File: src/rtl/clock_ctrl.sv
// Clock-setting controller: debounced mode/inc/clr buttons,
// 1 Hz divider, set-mode FSM and field blink.
module clock_ctrl #(
  parameter int CLK_HZ     = 50_000_000,
  parameter int DEB_CYCLES = 500_000
) (
  input  logic       clk,
  input  logic       rst_n,
  input  logic       btn_mode,
  input  logic       btn_inc,
  input  logic       btn_clr,
  output logic       tick_1hz,
  output logic       inc_hour,
  output logic       inc_min,
  output logic       inc_sec,
  output logic       clr_time,
  output logic [1:0] mode,
  output logic       blink
);

  localparam int DW = $clog2(CLK_HZ);
  localparam int CW = $clog2(DEB_CYCLES + 1);

  localparam logic [1:0] RUN      = 2'b00;
  localparam logic [1:0] SET_HOUR = 2'b01;
  localparam logic [1:0] SET_MIN  = 2'b10;
  localparam logic [1:0] SET_SEC  = 2'b11;

  logic [2:0]    btn;
  logic [2:0]    s1, s2;
  logic [2:0]    lvl, lvl_q;
  logic [2:0]    press;
  logic [CW-1:0] cnt [3];

  assign btn = {btn_clr, btn_inc, btn_mode};

  // bit 0 mode, bit 1 inc, bit 2 clr
  always_ff @(posedge clk or negedge rst_n) begin
    if (!rst_n) begin
      s1    <= '0;
      s2    <= '0;
      lvl   <= '0;
      lvl_q <= '0;
      press <= '0;
      for (int i = 0; i < 3; i++) cnt[i] <= '0;
    end else begin
      s1    <= btn;
      s2    <= s1;
      lvl_q <= lvl;
      press <= lvl & ~lvl_q;
      for (int i = 0; i < 3; i++) begin
        if (s2[i] == lvl[i]) begin
          cnt[i] <= '0;
        end else if (cnt[i] == CW'(DEB_CYCLES - 1)) begin
          cnt[i] <= '0;
          lvl[i] <= s2[i];
        end else begin
          cnt[i] <= cnt[i] + CW'(1);
        end
      end
    end
  end

  logic [1:0]    mode_q, mode_nxt;
  logic [DW-1:0] div, div_nxt;
  logic          reload_q, reload_nxt;
  logic          inc_vld, tick_nxt;

  assign inc_vld = press[1] & ~press[2];

  always_comb begin
    mode_nxt   = mode_q;
    reload_nxt = 1'b0;
    unique case (1'b1)
      press[2]: begin
        mode_nxt   = RUN;
        reload_nxt = 1'b1;
      end
      press[0] & ~press[2]: begin
        mode_nxt   = mode_q + 2'd1;
        reload_nxt = (mode_q == SET_SEC);
      end
      default: ;
    endcase
  end

  // Divider restarts the cycle after re-entering RUN, so the
  // first tick lands a full second after the mode change.
  always_comb begin
    if (reload_q)
      div_nxt = '0;
    else if (div == DW'(CLK_HZ - 1))
      div_nxt = '0;
    else
      div_nxt = div + DW'(1);
  end

  assign tick_nxt = (div_nxt == DW'(CLK_HZ - 1))
                  & (mode_nxt == RUN) & ~reload_nxt;

  always_ff @(posedge clk or negedge rst_n) begin
    if (!rst_n) begin
      mode_q   <= RUN;
      div      <= '0;
      reload_q <= 1'b0;
      tick_1hz <= 1'b0;
      inc_hour <= 1'b0;
      inc_min  <= 1'b0;
      inc_sec  <= 1'b0;
      clr_time <= 1'b0;
    end else begin
      mode_q   <= mode_nxt;
      div      <= div_nxt;
      reload_q <= reload_nxt;
      tick_1hz <= tick_nxt;
      clr_time <= press[2];
      inc_hour <= inc_vld & (mode_q == SET_HOUR);
      inc_min  <= inc_vld & (mode_q == SET_MIN);
      inc_sec  <= inc_vld & (mode_q == SET_SEC);
    end
  end

  assign mode  = mode_q;
  assign blink = (div < DW'(CLK_HZ / 2));

endmodule

File: config.mk
export PLATFORM = sky130hd
export DESIGN_NAME = clock_ctrl
export DESIGN_NICKNAME = d
export VERILOG_FILES = /design/src/rtl/clock_ctrl.sv
export SDC_FILE = /design/constraint.sdc
export NUM_CORES = 1
export LEC_CHECK = 0
export ABC_AREA = 1
export CORE_MARGIN = 2
export CORE_UTILIZATION = 45
export DETAILED_ROUTE_END_ITERATION = 10
export DONT_BUFFER_PORTS = 1
export SYNTH_ARGS = -nofsm -noshare
export SYNTH_HDL_FRONTEND = slang
export SYNTH_SLANG_ARGS = --single-unit
File: constraint.sdc
create_clock -name clk -period 1.7 [get_ports clk]
set_clock_uncertainty 0.1 [all_clocks]
set_input_delay 0.255 -clock clk [delete_from_list [all_inputs] [get_ports clk]]
set_output_delay 0.255 -clock clk [all_outputs]
set_load 0.03 [all_outputs]
# After elaboration in Yosys (flattened, before gate mapping)
# Cells that the tools add are included.
[totals] ff_bits=106 wordCells=63 inputBits=5 out_inout_bits=8
[op_classes] n_addsub=5 n_bitwise=14 muxes=10 n_reduce_logical=4 eq_ne=11 order_cmp=1
[ops] cell="2-to-1 mux 19 bit" count=6
[ops] cell="adder 19 x 1 -> 19 bit, second input constant" count=3
[ops] cell="equality test 19 bit, second input constant" count=3
[ops] cell="equality test 26 bit, second input constant" count=2
[ops] cell="2-to-1 mux 26 bit" count=2
[ops] cell="adder 26 x 1 -> 26 bit, second input constant" count=1
[ops] cell="< comparator 26 x 25 -> 1 bit, second input constant" count=1
[ops] cell="AND 1 bit" count=7
[ops] cell="AND reduction 2 bit" count=3
[ops] cell="NOT 1 bit" count=5
[ops] cell="equality test 2 bit, second input constant" count=2
[ops] cell="case mux 2 bit (2 select lines)" count=1
[ops] cell="AND 3 bit" count=1
[ops] cell="equality test 1 bit" count=3
[ops] cell="NOT 3 bit" count=1
[ops] cell="adder 2 x 1 -> 2 bit, second input constant" count=1
[ops] cell="equality test 2 x 1 -> 1 bit, second input constant" count=1
[ops] cell="logical NOT 2 bit" count=1
[ops] cell="case mux 1 bit (2 select lines)" count=1

# Longest topological paths before layout
# Gate-level depths: netlist of the first run.
[depth] depth_word=6 ltp_mapped=12 ltp_nobuf=12

# Worst setup path before layout of the first run
# OpenSTA, ideal clock, no wires.
[synth_timing] path_kind="register to output" start="register div[10]" end="output blink" n_path_buf=0 arrival_ps=1390 path_stages_with_launch=6 required_time_ps=1345 path_slack_ps=-45 cell_sequence="dfrtp_1 nor3_1 nand3_1 a211oi_1 o21ai_0 a21oi_1"
[synth_between] elab_chain_cells=1
[synth_rtl] element="from (decl)" line="65" text="logic [DW-1:0] div, div_nxt;"
[synth_rtl] element="from (signal assigned)" line="113" text="div <= div_nxt;"
[synth_rtl] element="< comparator 26 x 25 -> 1 bit" line="124" text="assign blink = (div < DW'(CLK_HZ / 2));"
[synth_rtl] element="to (decl)" line="18" text="output logic blink"
# No other way between the ends.

# Worst setup path after layout of the first run
# Ends and elaborated chain as after synthesis.

==> results.cfg, run 1 <==
[sta]
max_freq_mhz = 497
finalCritPeriodShare = 1.18
final.setup.worst_slack_ns = -0.311
tns_ns = -0.551
hold_ws_ns = -0.510
final_hold_viol_count = 106
setup-violations-final = 5
period_minus_slack_ns = 2.01
max_slew_margin = 0.786
rsz0062_at_grt = yes
max_slew.worst_pin.slew_ns = 0.318
slew_violations = 0

[synthesis]
synthTopCellsByCount = 141 x nand2_1, 114 x nor2_1, 106 x dfrtp_1
synth_ff_type = dfrtp_1
synth_edf_count = 0
yosysTopAreaCell = dfrtp_1
synth_nets = 693
synth_cell_types = 33
async_flop_share = 1.00
syn_area_per_cell_um2 = 8.12
syn_area_mm2 = 0.00553
yosysSeqAreaShare = 0.480
yosysMostFrequentCell = nand2_1
synth_top_area_frac = 0.480
yosysWarningCount = 0
syn_inst = 681
synth_area_leaders = dfrtp_1 48%, nand2_1 9.6%, nor2_1 7.7%, inv_1 6.0%, a21oi_1 3.1%
ys_seq_elements = 106

[setup_path]
startpoint_type = flip-flop
critPathKind = flip-flop to output port
critPathArrivalTime_ns = 1.66
reg2reg_depth = 11
r2r_start = div[1]$_DFF_PN0_
crit_start = div[10]$_DFF_PN0_
cp_data_required_time_ns = 1.34
cp-endpoint = blink
critPathCaptureType = output port
critical_path_peak_fanout = 3
r2r_setup_slack_ns = -0.14
reg2reg_to = tick_1hz$_DFF_PN0_

[global_route]
antenna_found_initial = 0
grt_pass1_vias = 4766
overflow = 0
track_usage = 0.212
grt_pass1_wl_mm = 22.2
grt_max_degree = 107

[die]
rows = 40
io_pins = 13
die_area_mm2 = 0.0132
die_y_um = 115
die_w_um = 115
core_area_mm2 = 0.0120
initial_core_util = 0.460

[route]
dr.pass1.iters = 4
viasPerCell = 5.17
routedWlPerCell_um = 14.3
wl_mm = 13.4
antenna_left = 0
drc_errors = 0
drt_iter0_markers = 169
vias = 4872

[clock_network]
clock_latency_ns = 0.36
cts_tree = yes
h-tree-depth = 3
cts.sinks = 106
cts_buffers = 9
cts.reportedPaths.clkPinSlew_ns = 0.07
cts_hold_buf = 3
clockBufferDepth = 2
clockRootBuffer = clkbuf_16

[finish]
final_util = 0.612
layout-drive-gt1-share = 0.336
area_growth_pct = 32.9
fin_area_mm2 = 0.00735
n_antenna_cell = 0
nets = 802

[job]
cap_violations = 0

[pwr]
p_per_area_mw_per_mm2 = 649
peakVddDrop_uv = 557
p_leak_uw = 0.00340

[placed_design]
numPortBuffers = 0
place_hpwl_mm = 9.16
placed_area_mm2 = 0.00621
gp_congestion = 0.908

[outcome]
status = complete, but fails checks
violations = negative hold slack, negative setup slack

[worst_hold_path]
min_path_type = input pin to asynchronous set/reset pin
-- report_power, final --
part           internal (µW)  switching, µW
registers               2550           22.3
clock network           1090            954
logic                   82.2           80.2
total                   3710           1060
-- through the flow --
stage / power, µW / std cells / setup WS, ns
5_1_grt: 4960 / 942 / -0.414
4_1_cts: 4800 / 921 / -0.310
6_report: 4770 / 942 / -0.311
2_1_floorplan: 2670 / 681 / 0.0111
3_5_place_dp: 2720 / 892 / -0.121
3_3_place_gp: 2710 / 892 / -0.163
-- flip-flops by register name (all words and copies together) (netlist names) --
signal,cells
s2,3
mode,2
tick_1hz,1
inc_min,1
clr_time,1
lvl_q,3
reload_q,1
s1,3
div,26
lvl,3
cnt,57
press,3
inc_sec,1
inc_hour,1
-- cells by family (layout without fill, tap and decap cells) --
logic type                 after synthesis  after routing  share of synthesized area
adders and majority gates                7              7                     0.0158
muxes                                    3              3                    0.00611
DFF                                    106            106                      0.480
buffers and inverters                   94            208                     0.0640
AOI/OAI and AO/OA                       59             59                     0.0590
xor gates and xnor gates                23             23                     0.0364
and+or+nand+nor                        389            389                      0.339
-- critical path, stage by stage (launching register included) --
cell and delay [ns]:
dfrtp_1 0.42, nor3_2 0.15, nand3_1 0.10, a211oi_2 0.29, o21ai_2 0.09, a21oi_2 0.11, buf_6 0.14
-- timing repair --
item                                   in CTS  in global routing
endpoints found under the hold margin     109                106
setup endpoints to repair                  11                 50
buffers inserted                           10                 22
gates cloned                                0                  0
pin swaps                                  16                 54
resized for setup                          38                114
-- layer usage --
layer,vias up,track usage,share of wire
li1,2401,-,-
met4,0,0.0723,0.024
met3,28,0.0522,0.038
met5,-,0,0
met1,2356,0.276,0.44
met2,87,0.347,0.50
-- layout by cell type, fill, tap and decap left out, drive strengths merged --
cell type / Yosys / final
clkbuf: 1 / 12
o21ai: 14 / 14
nor3b: 1 / 1
mux2: 3 / 3
dfrtp: 106 / 106
clkinvlp: 0 / 2
buf: 1 / 97
nand3b: 6 / 6
nor3: 32 / 32
dlygate4sd3: 0 / 3
ha: 7 / 7
a21oi: 34 / 34
o21bai: 5 / 5
nor4: 4 / 4
a211oi: 6 / 6
or2: 4 / 4
nand2: 150 / 150
nor2: 134 / 134
xor2: 19 / 19
nand4: 18 / 18
xnor2: 4 / 4
clkinv: 2 / 1
nand3: 40 / 40
inv: 90 / 93
-- worst min-delay path by stage --
stage	start	slack, ns	to
finish	rst_n	-0.51	cnt[26]$_DFF_PN0_
CTS	rst_n	-0.52	mode[0]$_DFF_PN0_
global route	rst_n	-0.52	cnt[30]$_DFF_PN0_
detailed placement	rst_n	-0.14	cnt[33]$_DFF_PN0_
floorplan	rst_n	-0.14	clr_time$_DFF_PN0_
global placement	rst_n	-0.14	cnt[32]$_DFF_PN0_
-- layout make-up --
cell class                      instances  area, µm²
Inverter                               92        350
Multi-Input combinational cell        481       3070
Tap cell                              147        184
Clock inverter                          4       32.5
Fill cell                             980       4660
Clock buffer                           12        256
Timing Repair Buffer                  100        796
Sequential cell                       106       2670
Note: power is estimated with default switching activity, not from simulation.
==> run 2, diff against run 1 <==
Settings changed: CAP_MARGIN set to 40, SLEW_MARGIN set to 10.
==> results of run 2 <==
No change in the layout: final DEF, timing and power equal those of run 1.
==> run 3, diff against run 2 <==
Settings changed: ABC_AREA 1 to unset, GPL_TIMING_DRIVEN set to 0.
==> run 3 against run 2 <==
  * The run still ends with negative hold slack, negative setup slack left
  * Count of clock-buffer cells in the layout did not move
  * Flip-flop and latch count unchanged
  * Non-clock buffer count decreased by 24
  * Die area decreased by 6.8%
  * Critical path depth increased by 2
  * Critical endpoint is now tick_1hz$_DFF_PN0_
  * Largest power group unchanged
==> results.cfg, run 3 <==
[outcome]
status = complete, but fails checks
violations = negative hold slack, negative setup slack

[synthesis]
yosysSeqAreaShare = 0.516
yosysMostFrequentCell = dfrtp_1
synth_top_area_frac = 0.516
synth_cell_types = 49
synth_area_leaders = dfrtp_1 52%, xor2_1 7.2%, nor2_1 7.1%, xnor2_1 5.8%, nand3_1 3.2%
yosysTopAreaCell = dfrtp_1
ys_seq_elements = 106
yosysWarningCount = 0
synth_edf_count = 0
syn_inst = 511
synth_ff_type = dfrtp_1
syn_area_mm2 = 0.00514
synthTopCellsByCount = 106 x dfrtp_1, 97 x nor2_1, 42 x xor2_1
synth_nets = 523
syn_area_per_cell_um2 = 10.1
async_flop_share = 1.00

[placed_design]
pre_cts_slack_ns = -0.891
place_hpwl_mm = 6.23
numPortBuffers = 0
gp_congestion = 0.822

[global_route]
grt_max_degree = 107
busiest_layer = met2
grt_pass1_wl_mm = 18.1
antenna_found_initial = 0
track_usage = 0.181
use_met3 = 0.0525
gr-usage-met1 = 0.239
overflow = 0
grt_util_met2 = 0.286
grt_pass1_vias = 3714

[die]
core_area_mm2 = 0.0113
io_pins = 13
die_y_um = 111
die_area_mm2 = 0.0123
rows = 39
die_w_um = 111
initial_core_util = 0.456

[sta]
rsz0062_at_grt = yes
max_slew_margin = 0.748
max_slew.worst_pin.slew_ns = 0.376
setup-violations-final = 65
hold_ws_ns = -0.511
finalCritPeriodShare = 1.49
period_minus_slack_ns = 2.53
max_freq_mhz = 396
final.setup.worst_slack_ns = -0.828
slew_violations = 0
final_hold_viol_count = 106

[finish]
top_register = cnt
largest_reg_flops = 57
final_cell_mix = 94 x dfrtp_1, 56 x nor2_2, 40 x xor2_1, 40 x buf_4, 34 x xnor2_1
layout-drive-gt1-share = 0.379
final_common_cell = dfrtp_1
nets = 593
area_growth_pct = 34.4
reg.largest.list = cnt: 57 flops, div: 26 flops
n_antenna_cell = 0

[setup_path]
critPathTopFamily = simple AND/OR/NAND/NOR gates
reg2reg_depth = 8
critPathMaxStageDelay_ns = 0.49
path_depth = 8
crit_chain = ha_4 > buf_6 > xnor2_1 > or4_4 > a211o_1 > nor4b_4 > o2111ai_2 > nor4b_2
critPathCaptureType = flip-flop
critPathKind = flip-flop to flip-flop
critPathArrivalTime_ns = 2.69
cp_data_required_time_ns = 1.86
cp.buffers_inverters = 1
startpoint_type = flip-flop
timing.critical_path.slowest_stage_cell = or4_4
critical_path_peak_fanout = 9

[job]
cap_violations = 0

[route]
vias = 3908
drt_iter0_markers = 160
antenna_left = 0
wl_mm = 11.2
drc_errors = 0
dr.pass1.iters = 4
routedWlPerCell_um = 15.3
viasPerCell = 5.36

[pwr]
switchingPower_uw = 1030
pwr-share-seq = 0.549
p_leak_uw = 0.00286
p_comb_frac = 0.040
intPower_uw = 3650
p_per_area_mw_per_mm2 = 678
sw_frac_of_total = 0.221
peakVddDrop_uv = 705
clkPwrFrac = 0.411

[clock_network]
h-tree-depth = 3
cts.sinks = 106
clockBufferDepth = 2
cts_buffers = 9
cts.reportedPaths.clkPinSlew_ns = 0.07
cts_tree = yes
cts_hold_buf = 3
clock_latency_ns = 0.35
clockRootBuffer = clkbuf_16

[worst_hold_path]
min_path_type = input pin to asynchronous set/reset pin
==> run 3: cell types whose count changed in the layout (fill, tap and decap cells not counted), sizes merged, moves of 7 or more <==
cell / previous run / this run
o21ai: 14 / 5
xnor2: 4 / 34
nor3: 32 / 10
buf: 97 / 70
nand2: 150 / 33
nor2: 134 / 97
and2: 0 / 7
xor2: 19 / 42
and4: 0 / 9
and3: 0 / 11
nand3: 40 / 33
inv: 93 / 12
a21oi: 34 / 7
nor2b: 0 / 9
==> run 3: worst paths after layout <==
check / startpoint / end / slack [ns]
max in group asynchronous: rst_n / div[10]$_DFF_PN0_ / 1.83
max reg2reg: div[1]$_DFF_PN0_ / tick_1hz$_DFF_PN0_ / -0.83
min: rst_n / cnt[32]$_DFF_PN0_ / -0.51
min in group clk: s1[2]$_DFF_PN0_ / s2[2]$_DFF_PN0_ / 0.25
min reg2reg: s1[2]$_DFF_PN0_ / s2[2]$_DFF_PN0_ / 0.25
max: div[1]$_DFF_PN0_ / tick_1hz$_DFF_PN0_ / -0.83
==> run 3: cells by family (layout without fill, tap and decap cells) <==
logic type               count (synthesis)  in the layout  synth area share
adder cells (fa/ha/maj)                  7              7            0.0170
AND/OR/NAND/NOR                        265            265             0.270
buffers and inverters                   28            103            0.0258
AO/OA/AOI/OAI                           23             23            0.0292
flip-flops                             106            106             0.516
multiplexers                             6              6            0.0129
XOR/XNOR                                76             76             0.129
==> run 3: repair_timing <==
item,CTS,global route
gates resized for setup,74,96
hold endpoints to repair,109,106
buffers inserted,34,26
pin swaps,40,25
cloned,3,2
setup endpoints to repair,84,83
==> run 3: power groups by stage <==
| stage | Combinational [µW] | Sequential (µW) | Clock [µW] |
|---|---|---|---|
| after global routing | 199 | 2580 | 2110 |
| after CTS | 158 | 2570 | 1990 |
| final | 186 | 2570 | 1920 |
| after global placement | 78.1 | 2610 | 0 |
| after floorplan | 66.0 | 2610 | 0 |
| after detailed placement | 78.5 | 2610 | 0 |
==> run 3: worst reg2reg max path: cells and delay by family (launching register included) <==
family / cells / cell delay [ns]
AO/OA/AOI/OAI: 2 / 0.45
XOR/XNOR: 1 / 0.14
adder cells (fa/ha/maj): 1 / 0.16
buffers and inverters: 1 / 0.13
flip-flops: 1 / 0.42
AND/OR/NAND/NOR: 3 / 1.04
==> run 3: final cells by class <==
class | instances | area [µm²]
clock inverters | 4 | 28.8
multi-input cells | 377 | 2960
clock buffers | 12 | 236
flip-flops and latches | 106 | 2670
well taps | 143 | 179
fillers | 909 | 4360
inverters | 11 | 41.3
repair buffers | 63 | 613
plain buffers | 13 | 191
==> run 3: per-layer routing <==
layer	wire length (µm)	vias to the layer above	share of wire
li1	-	1885	-
met3	427	17	0.038
met2	5530	60	0.50
met1	4950	1946	0.44
met4	236	0	0.021
met5	0	-	0
==> run 3: stage by stage <==
stage	total power [µW]	area [µm²]	util	std cells	setup TNS, ns
2_1_floorplan	2680	5330	-	511	-5.04
3_3_place_gp	2690	5510	0.489	654	-20.47
3_5_place_dp	2690	5510	0.489	654	-20.64
4_1_cts	4720	6430	0.570	707	-16.70
5_1_grt	4890	6910	0.613	729	-22.76
6_report	4680	6910	0.613	729	-17.22
==> variant (config.mk and constraints of run 1) <==
Register the output `tick_1hz` once more; this adds one clock of latency there. The other outputs are not delayed to match.
--- a/src/rtl/clock_ctrl.sv
+++ b/src/rtl/clock_ctrl.sv
@@ -25,6 +25,8 @@
   localparam logic [1:0] SET_HOUR = 2'b01;
   localparam logic [1:0] SET_MIN  = 2'b10;
   localparam logic [1:0] SET_SEC  = 2'b11;
+
+  logic tick_1hz_s0;
 
   logic [2:0]    btn;
   logic [2:0]    s1, s2;
@@ -103,7 +105,7 @@
       mode_q   <= RUN;
       div      <= '0;
       reload_q <= 1'b0;
-      tick_1hz <= 1'b0;
+      tick_1hz_s0 <= 1'b0;
       inc_hour <= 1'b0;
       inc_min  <= 1'b0;
       inc_sec  <= 1'b0;
@@ -112,7 +114,7 @@
       mode_q   <= mode_nxt;
       div      <= div_nxt;
       reload_q <= reload_nxt;
-      tick_1hz <= tick_nxt;
+      tick_1hz_s0 <= tick_nxt;
       clr_time <= press[2];
       inc_hour <= inc_vld & (mode_q == SET_HOUR);
       inc_min  <= inc_vld & (mode_q == SET_MIN);
@@ -123,5 +125,9 @@
   assign mode  = mode_q;
   assign blink = (div < DW'(CLK_HZ / 2));
 
+  always_ff @(posedge clk) begin
+    tick_1hz <= tick_1hz_s0;
+  end
+
 endmodule
 
Behaviour: same outputs for any inputs over 10 cycles, from zero or initial values and one cycle with rst_n low; that may be too few to reach the edited logic, so the function may still have changed.
==> variant against run 1 <==
- the run still ends with hold timing, setup timing left
- combinational power fell by 5%
- die area rose by 0.35%
- register-to-register slack got worse by 0.15 ns
- cell area fell by 1.1%
- sequential cell count rose by 1
- worst hold slack got worse by 0.00051 ns
- first-iteration DRC count rose by 66%
- wire length fell by 1.2%
- total power rose by 0.29%
- area after synthesis rose by 0.36%
- setup slack improved by 0.0080 ns
- largest power group unchanged
- highest routed layer unchanged
==> variant: results (changes against run 1) <==
* Outcome: complete, but fails checks
* Failing checks: hold timing, setup timing
* Post-DP HPWL at 8.80 mm (-4.0%)
* Non-clock buffers, area share at 11.4% (+0.53 points)
* Synth top area cells: dfrtp_1 (48%), nand2_1 (9.5%), nor2_1 (7.7%)
* Lkg Pwr at 3.41 nW (about the same)
* Final setup violation count at 26 (+21)
* Yosys cell types at 34 (+3.0%)
* Min Hold Slack at -0.510 ns (-0.000509 ns)
* Pin count of the biggest net entering global routing at 107 (unchanged)
* First-pass GRT wire length at 21.1 mm (-4.7%)
* Footprint of the multi-input gates at 0.00295 mm^2 (-3.8%)
* Placed cell count at 894 (+0.22%)
* Dpl ws at -0.151 ns (-0.0302 ns)
* #FFs+latches synth at 107 (+0.94%)
* Final TNS setup at -3.99 ns (-3.44 ns)
* Placed cell areas at 0.00623 mm^2 (+0.44%)
* GRT Total Usage at 20.1% (-1.1 points)
* H-tree depth at 3 (unchanged)
* Fraction of registers with async set/reset at 99.1% (-0.93 points)
* DRT iter0 DRCs at 280 (+66%)
* Clock Latency Late Sink at 0.36 ns (about the same)
* PnR worst setup slack at -0.303 ns (+0.00795 ns)
* Share of layout cells above drive strength 1 at 29.9% (-3.7 points)
* Vias per cell at 5.10 (-1.3%)
* Cells after synthesis at 682 (+0.15%)
* Worst vdd ir at 612 uV (+9.8%)
* Nets at 804 (+0.25%)
* Final wirelength at 13.3 mm (-1.2%)
* Number of buffers created by CTS at 9 (unchanged)
* GPL Wtd Cong at 0.914 (+0.63%)
* Fin util at 60.5% (-0.67 points)
* Syn Nets at 694 (+0.14%)
* Sequential share of cell area at 36.9% (+0.62 points)
* Relative slew slack at 79.0% (+0.35 points)
* First-pass detailed-route iteration total at 5 (+1)
* Count of plain and timing-repair buffers at 101 (+1.0%)
* Fill count at 1,016 (+3.7%)
* Clock-cell share of area at 3.85% (-0.077 points)
* Max FO, Critical Path at 4 (+1)
* Power per cell area at 658 mW/mm^2 (+1.4%)
* Vias in the first global route at 4,602 (-3.4%)
* Hold Fails Final Rpt at 106 (unchanged)
* Post-synthesis sequential area ratio at 48.2% (+0.19 points)
-- variant: cell count changes in the layout (fill, tap and decap cells not counted), sizes merged --
cell / run 1 / this run
dfxtp: 0 / 1
buf: 97 / 98
clkinvlp: 2 / 0
inv: 93 / 95
-- variant: per-layer routing --
layer | up-vias | global-route usage (%) | routed length, um
li1 | 2398 | - | -
met1 | 2322 | 26.4 | 5940
met2 | 75 | 33.4 | 6650
met3 | 24 | 5.17 | 435
met4 | 0 | 5.30 | 238
met5 | - | 0 | 0
-- variant: worst paths after layout --
kind | from | end | slack, ns | cells after the start
min reg2reg | s1[1] | s2[1] | 0.25 | 0
min | rst_n | div[17] | -0.51 | 0
max in group asynchronous | rst_n | cnt[40] | 1.84 | 0
max reg2reg | div[10] | tick_1hz_s0 | -0.29 | 15
min in group clk | s1[1] | s2[1] | 0.25 | 0
max | div[11] | blink | -0.30 | 6
-- variant: cells by family (layout without fill, tap and decap cells) --
| family | count (synthesis) | in the layout | share of synthesized area, % |
|---|---|---|---|
| fa+ha+maj | 7 | 7 | 1.58 |
| buf+inv | 94 | 209 | 6.38 |
| xor+xnor | 23 | 23 | 3.63 |
| mux | 3 | 3 | 0.609 |
| flops | 107 | 107 | 48.2 |
| simple gates | 389 | 389 | 33.8 |
| compound gates | 59 | 59 | 5.88 |
-- variant: power by group --
| group | internal, mW | leakage, nW | switching (mW) |
|---|---|---|---|
| clock network | 1.06 | 0.139 | 0.979 |
| registers | 2.57 | 1.44 | 0.0268 |
| logic | 0.0795 | 1.82 | 0.0746 |
| total | 3.70 | 3.41 | 1.08 |
-- variant: what timing repair did --
action | 4_1_cts | 5_1_grt
pin swaps | 15 | 48
buffers inserted | 4 | 29
resized for setup | 28 | 99
hold endpoints to repair | 109 | 106
setup endpoints to repair | 16 | 45
